### src/rtl/mccoy_sequencer.sv
// Multi-cycle fetch/decode/execute sequencer for the McCoy datapath.
// Define SEQ_TIMEOUT_EN to bound the fetch wait with a TIMEOUT-cycle watchdog that raises fault.
module mccoy_sequencer #(
  parameter int PC_W    = 5,
  parameter int TIMEOUT = 15
) (
  input  logic            clk,
  input  logic            reset,
  input  logic            run,
  output logic            mem_req,
  output logic [PC_W-1:0] mem_addr,
  input  logic            mem_ack,
  input  logic [7:0]      mem_rdata,
  output logic [2:0]      opcode,
  output logic [4:0]      operand,
  input  logic            bez,
  input  logic            ja,
  input  logic            writeReg,
  input  logic            writex8,
  input  logic            x8_zero,
  output logic            reg_we,
  output logic            x8_we,
  output logic [PC_W-1:0] pc,
  output logic            halted,
  output logic            fault
);

  localparam logic [2:0] S_IDLE   = 3'd0;
  localparam logic [2:0] S_FETCH  = 3'd1;
  localparam logic [2:0] S_DECODE = 3'd2;
  localparam logic [2:0] S_EXEC   = 3'd3;
  localparam logic [2:0] S_HALT   = 3'd4;

  logic [2:0]      state;
  logic [7:0]      ir;
  logic [PC_W-1:0] target;

  assign opcode   = ir[7:5];
  assign operand  = ir[4:0];
  assign mem_addr = pc;

  // Branch/jump target: operand truncated or zero-extended to the PC width.
  assign target = PC_W'(ir[4:0]);

`ifdef SEQ_TIMEOUT_EN
  localparam int CNT_W = $clog2(TIMEOUT + 1);
  logic [CNT_W-1:0] tcount;
`else
  assign fault = 1'b0;
`endif

  always_ff @(posedge clk) begin
    if (reset) begin
      state   <= S_IDLE;
      pc      <= '0;
      ir      <= '0;
      mem_req <= 1'b0;
      reg_we  <= 1'b0;
      x8_we   <= 1'b0;
      halted  <= 1'b0;
`ifdef SEQ_TIMEOUT_EN
      fault   <= 1'b0;
      tcount  <= '0;
`endif
    end else begin
      // Strobes default low so each one lasts exactly the EXEC cycle.
      reg_we <= 1'b0;
      x8_we  <= 1'b0;
      case (state)
        S_IDLE: begin
          if (run) begin
            state   <= S_FETCH;
            mem_req <= 1'b1;
`ifdef SEQ_TIMEOUT_EN
            tcount  <= '0;
`endif
          end
        end
        S_FETCH: begin
          if (mem_req && mem_ack) begin
            ir      <= mem_rdata;
            mem_req <= 1'b0;
            state   <= S_DECODE;
          end
`ifdef SEQ_TIMEOUT_EN
          else if (tcount == CNT_W'(TIMEOUT - 1)) begin
            mem_req <= 1'b0;
            fault   <= 1'b1;
            halted  <= 1'b1;
            state   <= S_HALT;
          end else begin
            tcount <= tcount + 1'b1;
          end
`endif
        end
        S_DECODE: begin
          // Decoder outputs have settled on the stable IR; latch them as EXEC strobes.
          if (ir[7:5] == 3'b111) begin
            state  <= S_HALT;
            halted <= 1'b1;
          end else begin
            state  <= S_EXEC;
            reg_we <= writeReg;
            x8_we  <= writex8;
          end
        end
        S_EXEC: begin
          if (ja)
            pc <= target;
          else if (bez && x8_zero)
            pc <= target;
          else
            pc <= pc + 1'b1;
          if (run) begin
            state   <= S_FETCH;
            mem_req <= 1'b1;
`ifdef SEQ_TIMEOUT_EN
            tcount  <= '0;
`endif
          end else begin
            state <= S_IDLE;
          end
        end
        S_HALT: begin
          halted  <= 1'b1;
          mem_req <= 1'b0;
        end
        default: state <= S_IDLE;
      endcase
    end
  end

endmodule
### config.mk
export PLATFORM = sky130hd
export DESIGN_NAME = mccoy_sequencer
export DESIGN_NICKNAME = d
export VERILOG_FILES = /design/src/rtl/mccoy_sequencer.sv
export SDC_FILE = /design/constraint.sdc
export NUM_CORES = 1
export LEC_CHECK = 0
export CELL_PAD_IN_SITES_DETAIL_PLACEMENT = 1
export CELL_PAD_IN_SITES_GLOBAL_PLACEMENT = 2
export CORE_MARGIN = 2
export CORE_UTILIZATION = 21
export CTS_CLUSTER_SIZE = 8
export DETAILED_ROUTE_END_ITERATION = 12
export HOLD_SLACK_MARGIN = 0.06
export PLACE_DENSITY_LB_ADDON = 0.1
export REMOVE_ABC_BUFFERS = 1
export SYNTH_ARGS = -nofsm -noshare
export SYNTH_HDL_FRONTEND = slang
export SYNTH_SLANG_ARGS = --single-unit
### constraint.sdc
create_clock -name clk -period 1.16 [get_ports clk]
set_clock_uncertainty 0.15 [all_clocks]
set_input_delay 0.116 -clock clk [delete_from_list [all_inputs] [get_ports clk]]
set_output_delay 0.116 -clock clk [all_outputs]
set_load 0.02 [all_outputs]
Word level (Yosys, flattened, before mapping)

Index checks and enable logic that the tools add are counted.

Bits in registers: 20
Input bits: 17
Output and inout port bits: 23
Logic and storage cells: 42

$add $sub $neg: 1
Equality and inequality tests: 9
Mux-type cells: 12
Bitwise logic cells: 2
Reductions and logical operators: 11

Operators with widths:

| cell                                                                  | number |
|---|---|
| 3-bit case mux with 5 select lines                                    | 1 |
| 5-bit 2-to-1 mux                                                      | 2 |
| 3-bit 2-to-1 mux                                                      | 3 |
| 3-bit by 2-bit equality test with 1-bit output, second input constant | 2 |
| 3-bit equality test, second input constant                            | 2 |
| 2-bit != test, second input constant                                  | 3 |
| 3-bit AND reduction                                                   | 2 |
| 5-bit by 1-bit adder with 5-bit output, second input constant         | 1 |
| 1-bit 2-to-1 mux                                                      | 4 |
| 2-bit AND reduction                                                   | 2 |
| 3-bit by 1-bit equality test with 1-bit output, second input constant | 1 |
| 3-bit zero test                                                       | 1 |
| 1-bit case mux with 3 select lines                                    | 1 |
| 3-bit nonzero test                                                    | 1 |
| 3-bit OR reduction                                                    | 1 |
| 1-bit logical AND                                                     | 2 |
| 2-bit by 1-bit != test with 1-bit output, second input constant       | 1 |
| 1-bit NOT                                                             | 2 |
| 1-bit case mux with 2 select lines                                    | 1 |
| 2-bit nonzero test                                                    | 1 |
| 2-bit OR reduction                                                    | 1 |

Longest topological paths before layout

Gate-level depths: netlist (run 1).

Word-level depth: 4
Gate-level depth with buffers: 5
Mapped depth without buffers: 4

Worst setup path before layout (run 1)

No wires, ideal clock.

Kind: reg-to-reg
From: register pc[0], in the netlist mem_addr[0]
To: register pc[4], in the netlist mem_addr[4]
Library setup time: 0.092 ns
Data arrival time: 1.164 ns
Required time: 0.918 ns
Setup slack: -0.246 ns
Stages on the path, launching flop included: 5
Buffers on the path: 0
Clock period less this slack: 1.406 ns
Cell sequence: dfxtp_1 -> ha_1 -> and4b_1 -> mux2i_1 -> o32ai_1

Cells in the longest elaborated chain, start to end: 3

RTL lines:

| what                                   | RTL line | source |
|---|---|---|
| start, declared                        | 23       | `output logic [PC_W-1:0] pc,` |
| start signal, assigned                 | 109      | `pc <= target;` |
| start signal, assigned                 | 111      | `pc <= target;` |
| start signal, assigned                 | 113      | `pc <= pc + 1'b1;` |
| 5-bit by 1-bit adder with 5-bit output | 113      |  |
| 5-bit 2-to-1 mux                       | 110      | `else if (bez && x8_zero)` |
| 5-bit 2-to-1 mux                       | 108      | `if (ja)` |

Every way passes these cells.
A chain may end at the register's enable or synchronous reset.

Worst setup path after layout (run 1)

From: register state[1]
To: register ir[7]

Cells in the longest elaborated chain, start to end: 2

RTL lines:

| what                                           | RTL line | source |
|---|---|---|
| start, declared                                | 34       | `logic [2:0] state;` |
| start signal, assigned                         | 54       | `state <= S_IDLE;` |
| start signal, assigned                         | 72       | `state <= S_FETCH;` |
| start signal, assigned                         | 83       | `state <= S_DECODE;` |
| 3-bit by 1-bit equality test with 1-bit output | 69       | `case (state)` |
| 2-bit AND reduction (no source line)           | --       |  |
| end signal, assigned                           | 81       | `ir <= mem_rdata;` |
| end, declared                                  | 35       | `logic [7:0] ir;` |

Every way passes these cells.

==> results.txt, run 1 <==
Post-Route WL -> 3835 µm
Via-to-Cell Ratio -> 4.685
WHS -> 0.1703 ns
# diodes -> 0
CP Depth -> 5
Ports -> 40
Mean Syn Cell Area -> 8.642 µm²
Die extent in y -> 73.69 µm
Synth warnings -> 0
Largest area contributor in the netlist -> dfxtp_1
Mux contribution to synthesized area -> 2.945%
Vias -> 1129
Total CTS buffers -> 3
Die width -> 73.69 µm
Hold Crit Class -> in -> reg
Core Area -> 0.004692 mm²
Status -> complete, but fails checks
Max Fclk -> 769.2 MHz
Most frequent cell on the critical path -> buf_6
R2R depth -> 5
Reg2reg setup slack -> -0.14 ns
Post-Synth Adder-Cell Area -> 1.227%
WS Path Type -> reg -> reg
Worst path cell trace -> buf_6 -> and3b_2 -> buf_6 -> nand3_2 -> a21oi_2
Async set or reset register ratio after synthesis -> 0%
CP max FO -> 5
Die footprint -> 0.005429 mm²
Xor/xnor share of the synthesized area -> 0%
First-pass GRT wire length -> 5802 µm
Part of the power in registers -> 47.2%
DRC -> 0
Post-Syn Area -> 0.001020 mm²
Remaining antenna violation count after routing -> 0
Reg clk slew, reported paths -> 0.08 ns
Final Hold Viols -> 0
Clock buffer depth -> 2
Final worst slack -> -0.1400 ns
Yosys cell types -> 35
Static Leak -> 0.8181 nW
Bufs and invs on worst path -> 2
Post-route cell area -> 0.001907 mm²
Worst skew pair latency -> 0.26 ns
DP Wirelength -> 2596 µm
RSZ-0062 raised after global routing -> true
Number of flops mapped to enable cells by yosys -> 0
Clock share of power -> 31.7%
Avg WL per Cell -> 15.91 µm
Worst path slowest cell -> dfxtp_4
Initial Utilization -> 21.73%
Seq/Total Area, Yosys -> 39.26%
Max cap viols -> 0
Total power per unit cell area -> 796.1 mW/mm²
Area grow syn2layout -> 86.99%
Delay-heaviest family, CP -> flip-flops
Simple-Gate Fraction of Synth Area -> 25.77%
Row count -> 25
Cell count after synthesis -> 118
Hold buffer count at cts -> 0
Worst stage delay on the critical path -> 0.37 ns
Placed Area -> 0.001632 mm²
Logic pwr share -> 21.2%
Net switching power -> 0.4320 mW
Finished Layout Cells -> 241
Worst Hold Depth -> 4
Largest net degree at the start of global routing -> 17
Final worst path period share -> 112.1%
Crit path time final -> 1.300 ns
Max-slew violations -> 0
Vias in the first global route -> 1222
Nets@finish -> 207
Share of the synthesized area in the top cell type -> 39.26%
Failing checks -> negative setup slack
Startpoint types -> flip-flop
H-Tree Depth -> 1
GR Overflow Total -> 0
Placed cells -> 231
Switching share of total power -> 28.46%
Fraction of layout cells with a size suffix above 1 -> 60.43%
Initial antenna violation count -> 0
CP Capture Type -> flip-flop
Iter 0 DRT Violations -> 21
Port Buf Inserts -> 38
Synth area leaders -> dfxtp_1 (39%), a21oi_1 (5.9%), nand3_1 (5.9%)
Synth Register Bits -> 20
CTS Sinks -> 20
Largest family of logic cells by synthesized area -> simple AND/OR/NAND/NOR gates
Compound-Gate Fraction of Synth Area -> 21.10%
Required time of the critical path -> 1.21 ns
CTS tree -> built
DR pass1 iterations -> 3
Internal power -> 1.086 mW
CP arrival -> 1.35 ns
Count leader, synth -> dfxtp_1
CTS root buf -> clkbuf_8
Fin util -> 40.64%
Gr usage total -> 14.06%
Final setup fails -> 22
Synth cell count leaders -> dfxtp_1 (20), a21oi_1 (12), nand3_1 (12)
Worst VDD drop -> 0.0006523 V
GPL Wtd Cong -> 0.7396
Top_reg_cell synth -> dfxtp_1
[power by group through the flow]
stage          registers (mW)  clock network (mW)  logic [mW]
2_1_floorplan           0.749                   0      0.0692
3_3_place_gp            0.735                   0       0.257
3_5_place_dp            0.736                   0       0.257
4_1_cts                 0.716               0.499       0.276
5_1_grt                 0.719               0.524       0.345
6_report                0.716               0.481       0.321
[per-layer routing]
layer  track usage (%)  share of wire, %  vias up
met4             3.030              0.65        0
met2             25.60                52       25
met3             3.567               3.7        2
met1             16.45                44      544
li1                  -                 -      558
met5                 0                 0        -
[placed cells by master (no fill, tap or decap), types with 2 or more instances in the layout]
master / synthesis / routed
clkdlybuf4s50_1: 0 / 13
nor4_2: 0 / 2
a21oi_2: 1 / 9
buf_6: 1 / 12
dlymetal6s2s_1: 0 / 3
o21ai_1: 0 / 7
nand3b_1: 2 / 2
nand3_2: 0 / 7
a21oi_1: 12 / 4
nand3_1: 12 / 3
nand2_4: 0 / 2
nand2_1: 6 / 3
inv_1: 3 / 3
nand2b_4: 0 / 2
dfxtp_1: 20 / 14
a221oi_2: 0 / 2
nand2b_1: 8 / 6
dfxtp_4: 0 / 5
and3b_2: 0 / 2
and4b_1: 2 / 2
mux2i_1: 3 / 2
clkbuf_2: 0 / 2
o32ai_1: 3 / 2
nand3_4: 0 / 2
clkbuf_8: 0 / 3
buf_4: 8 / 30
buf_2: 1 / 18
o21ai_2: 0 / 2
[sequential cells by signal, indices dropped and copies added, names as in the netlist]
signal    count
halted        1
reg_we        1
state         3
mem_req       1
mem_addr      5
x8_we         1
ir            8
[path summary, 6_finish.rpt]
path | end | start
max | ir[7] | state[1]
min | mem_addr[0] | ja
max reg2reg | ir[7] | state[1]
min reg2reg | ir[5] | ir[5]
[cell type report]
type / count / area, µm²
fill: 543 / 2785
tap: 54 / 67.56
clock buffer: 3 / 41.29
inverter: 3 / 11.26
timing repair buffer: 78 / 628.1
multi-input combinational: 83 / 738.2
sequential: 20 / 420.4
[stage by stage]
step / worst slack, ns / power (mW) / TNS [ns]
2_1_floorplan: -0.3849 / 0.8181 / -2.156
5_1_grt: -0.2127 / 1.589 / -3.209
3_3_place_gp: -0.2859 / 0.9915 / -6.075
3_5_place_dp: -0.3240 / 0.9938 / -6.832
6_report: -0.1400 / 1.518 / -2.045
4_1_cts: -0.1523 / 1.491 / -1.960
[timing repair]
| item | CTS | global route |
|---|---|---|
| setup endpoints to repair | 42 | 28 |
| gates resized for setup | 104 | 64 |
| buffers inserted | 3 | 3 |
| cloned | 1 | 0 |
| pin swaps | 10 | 25 |
[worst reg2reg max path: cells and delay by family (launching register included)]
family | cells | cell delay (ns)
buf+inv | 2 | 0.26
compound gates | 1 | 0.14
simple gates | 2 | 0.32
flops | 1 | 0.37
[logic make-up after synthesis]
group | count (synthesis)
AO/OA/AOI/OAI | 35
other | 1
adder cells (fa/ha/maj) | 1
AND/OR/NAND/NOR | 43
multiplexers | 3
flip-flops | 20
buffers and inverters | 15
Note: power is estimated with default switching activity, not from simulation.
==> run 2: changes to the inputs <==
--- a/config.mk
+++ b/config.mk
@@ -14,6 +14,7 @@
 export HOLD_SLACK_MARGIN = 0.06
 export PLACE_DENSITY_LB_ADDON = 0.1
 export REMOVE_ABC_BUFFERS = 1
+export SETUP_SLACK_MARGIN = 0.3
 export SYNTH_ARGS = -nofsm -noshare
 export SYNTH_HDL_FRONTEND = slang
 export SYNTH_SLANG_ARGS = --single-unit
==> results.txt, run 2 (same netlist as run 1, synthesis figures left out) <==
Remaining antenna violation count after routing -> 0
Initial antenna violation count -> 0
Area grow syn2layout -> 102.3%
Most flops, register -> ir
Static Leak -> 0.8516 nW
Status -> complete, but fails checks
Switching share of total power -> 28.27%
Worst VDD drop -> 0.0006526 V
Startpoint types -> flip-flop
Total Power -> 1.526 mW
Largest net degree at the start of global routing -> 17
Crit path time final -> 1.316 ns
Bufs and invs on worst path -> 2
DP Wirelength -> 2596 µm
Total power per unit cell area -> 739.5 mW/mm²
Final Hold Viols -> 0
Net switching power -> 0.4314 mW
Die footprint -> 0.005429 mm²
Part of the power in registers -> 46.8%
Failing checks -> negative setup slack
Ports -> 40
Most frequent cells in the layout -> buf_4 (34), buf_6 (30), clkdlybuf4s50_1 (13)
Most frequent cell on the critical path -> buf_6
GPL Wtd Cong -> 0.7396
Max Fclk -> 759.8 MHz
Row count -> 25
Delay-heaviest family, CP -> flip-flops
DRC -> 0
RSZ-0062 raised after global routing -> true
Top Metal Used -> met4
Required time of the critical path -> 1.20 ns
Iter 0 DRT Violations -> 30
CTS root buf -> clkbuf_8
Max reg flops -> 8
Final worst slack -> -0.1562 ns
H-Tree Depth -> 1
Vias in the first global route -> 1213
Placed Area -> 0.001632 mm²
Clock share of power -> 31.1%
Vias -> 1141
Met1 wire length -> 1647 µm
Worst stage delay on the critical path -> 0.37 ns
CTS Sinks -> 20
Clock buffer depth -> 2
WS Path Type -> reg -> reg
Commonest non-fill, non-tap cell in the layout -> buf_4
CP arrival -> 1.36 ns
Via-to-Cell Ratio -> 4.695
Port Buf Inserts -> 38
Gr usage total -> 14.21%
DR pass1 iterations -> 2
Post-Route WL -> 3879 µm
Met2 WL -> 2039 µm
First-pass GRT wire length -> 5844 µm
Post-route cell area -> 0.002063 mm²
Worst path cell trace -> buf_6 -> and3b_2 -> buf_6 -> nand3_2 -> a21oi_2
Fraction of layout cells with a size suffix above 1 -> 67.72%
Core Area -> 0.004692 mm²
Internal power -> 1.094 mW
Max cap viols -> 0
# diodes -> 0
Routed wl met3 -> 144 µm
Avg WL per Cell -> 15.96 µm
Total CTS buffers -> 3
Final setup fails -> 22
Final worst path period share -> 113.5%
CP max FO -> 5
Max-slew violations -> 0
CTS tree -> built
Die width -> 73.69 µm
Die extent in y -> 73.69 µm
Worst path slowest cell -> dfxtp_4
GR Overflow Total -> 0
Fin util -> 43.97%
Nets@finish -> 209
Worst skew pair latency -> 0.26 ns
Reg clk slew, reported paths -> 0.08 ns
Initial Utilization -> 21.73%
Logic pwr share -> 22.1%
Hold Crit Class -> in -> reg
CP Capture Type -> flip-flop
## run 2: what timing repair did
action                     4_1_cts  5_1_grt
resized for setup              161       63
setup endpoints to repair       42       42
pin swaps                       10       26
gates cloned                     1        0
hold buffers                     0        0
buffers inserted                 4        4
## run 2: power groups by stage
stage          logic (mW)  clock network (mW)  registers (mW)
2_1_floorplan      0.0692                   0           0.749
3_3_place_gp        0.257                   0           0.735
3_5_place_dp        0.257                   0           0.736
4_1_cts             0.284               0.499           0.719
5_1_grt             0.360               0.535           0.718
6_report            0.337               0.475           0.714
## run 2: path summary, 6_finish.rpt
kind,start,endpoint,slack (ns),depth (start not counted)
hold reg to reg,state[0],halted,0.37,1
setup reg to reg,state[1],ir[5],-0.16,5
setup / recovery,state[1],ir[5],-0.16,5
hold / removal,ja,mem_addr[0],0.18,4
## run 2: through the flow
stage,std cells,setup TNS (ns),hold WS (ns),setup WS [ns]
finish,243,-2.186,0.1822,-0.1562
global route,243,-3.368,0.2196,-0.2134
CTS,239,-1.955,0.2318,-0.1523
detailed placement,231,-6.832,0.3575,-0.3240
global placement,231,-6.075,0.3378,-0.2859
floorplan,106,-2.156,0.03507,-0.3849
## run 2: final cells by class
type | instances | area [µm²]
fillers | 528 | 2629
well taps | 54 | 67.56
inverters | 3 | 11.26
flip-flops and latches | 20 | 444.2
repair buffers | 80 | 760.7
clock buffers | 3 | 41.29
multi-input cells | 83 | 738.2
## run 2: worst reg2reg max path, stage by stage (launching register included)
cell and delay [ns]:
dfxtp_4 0.37, buf_6 0.12, and3b_2 0.25, buf_6 0.14, nand3_2 0.08, a21oi_2 0.14
## run 2: per-layer routing
layer,vias to the layer above,GRT usage [%]
li1,563,-
met1,545,16.78
met2,29,25.69
met3,4,3.567
met4,0,3.030
met5,-,0
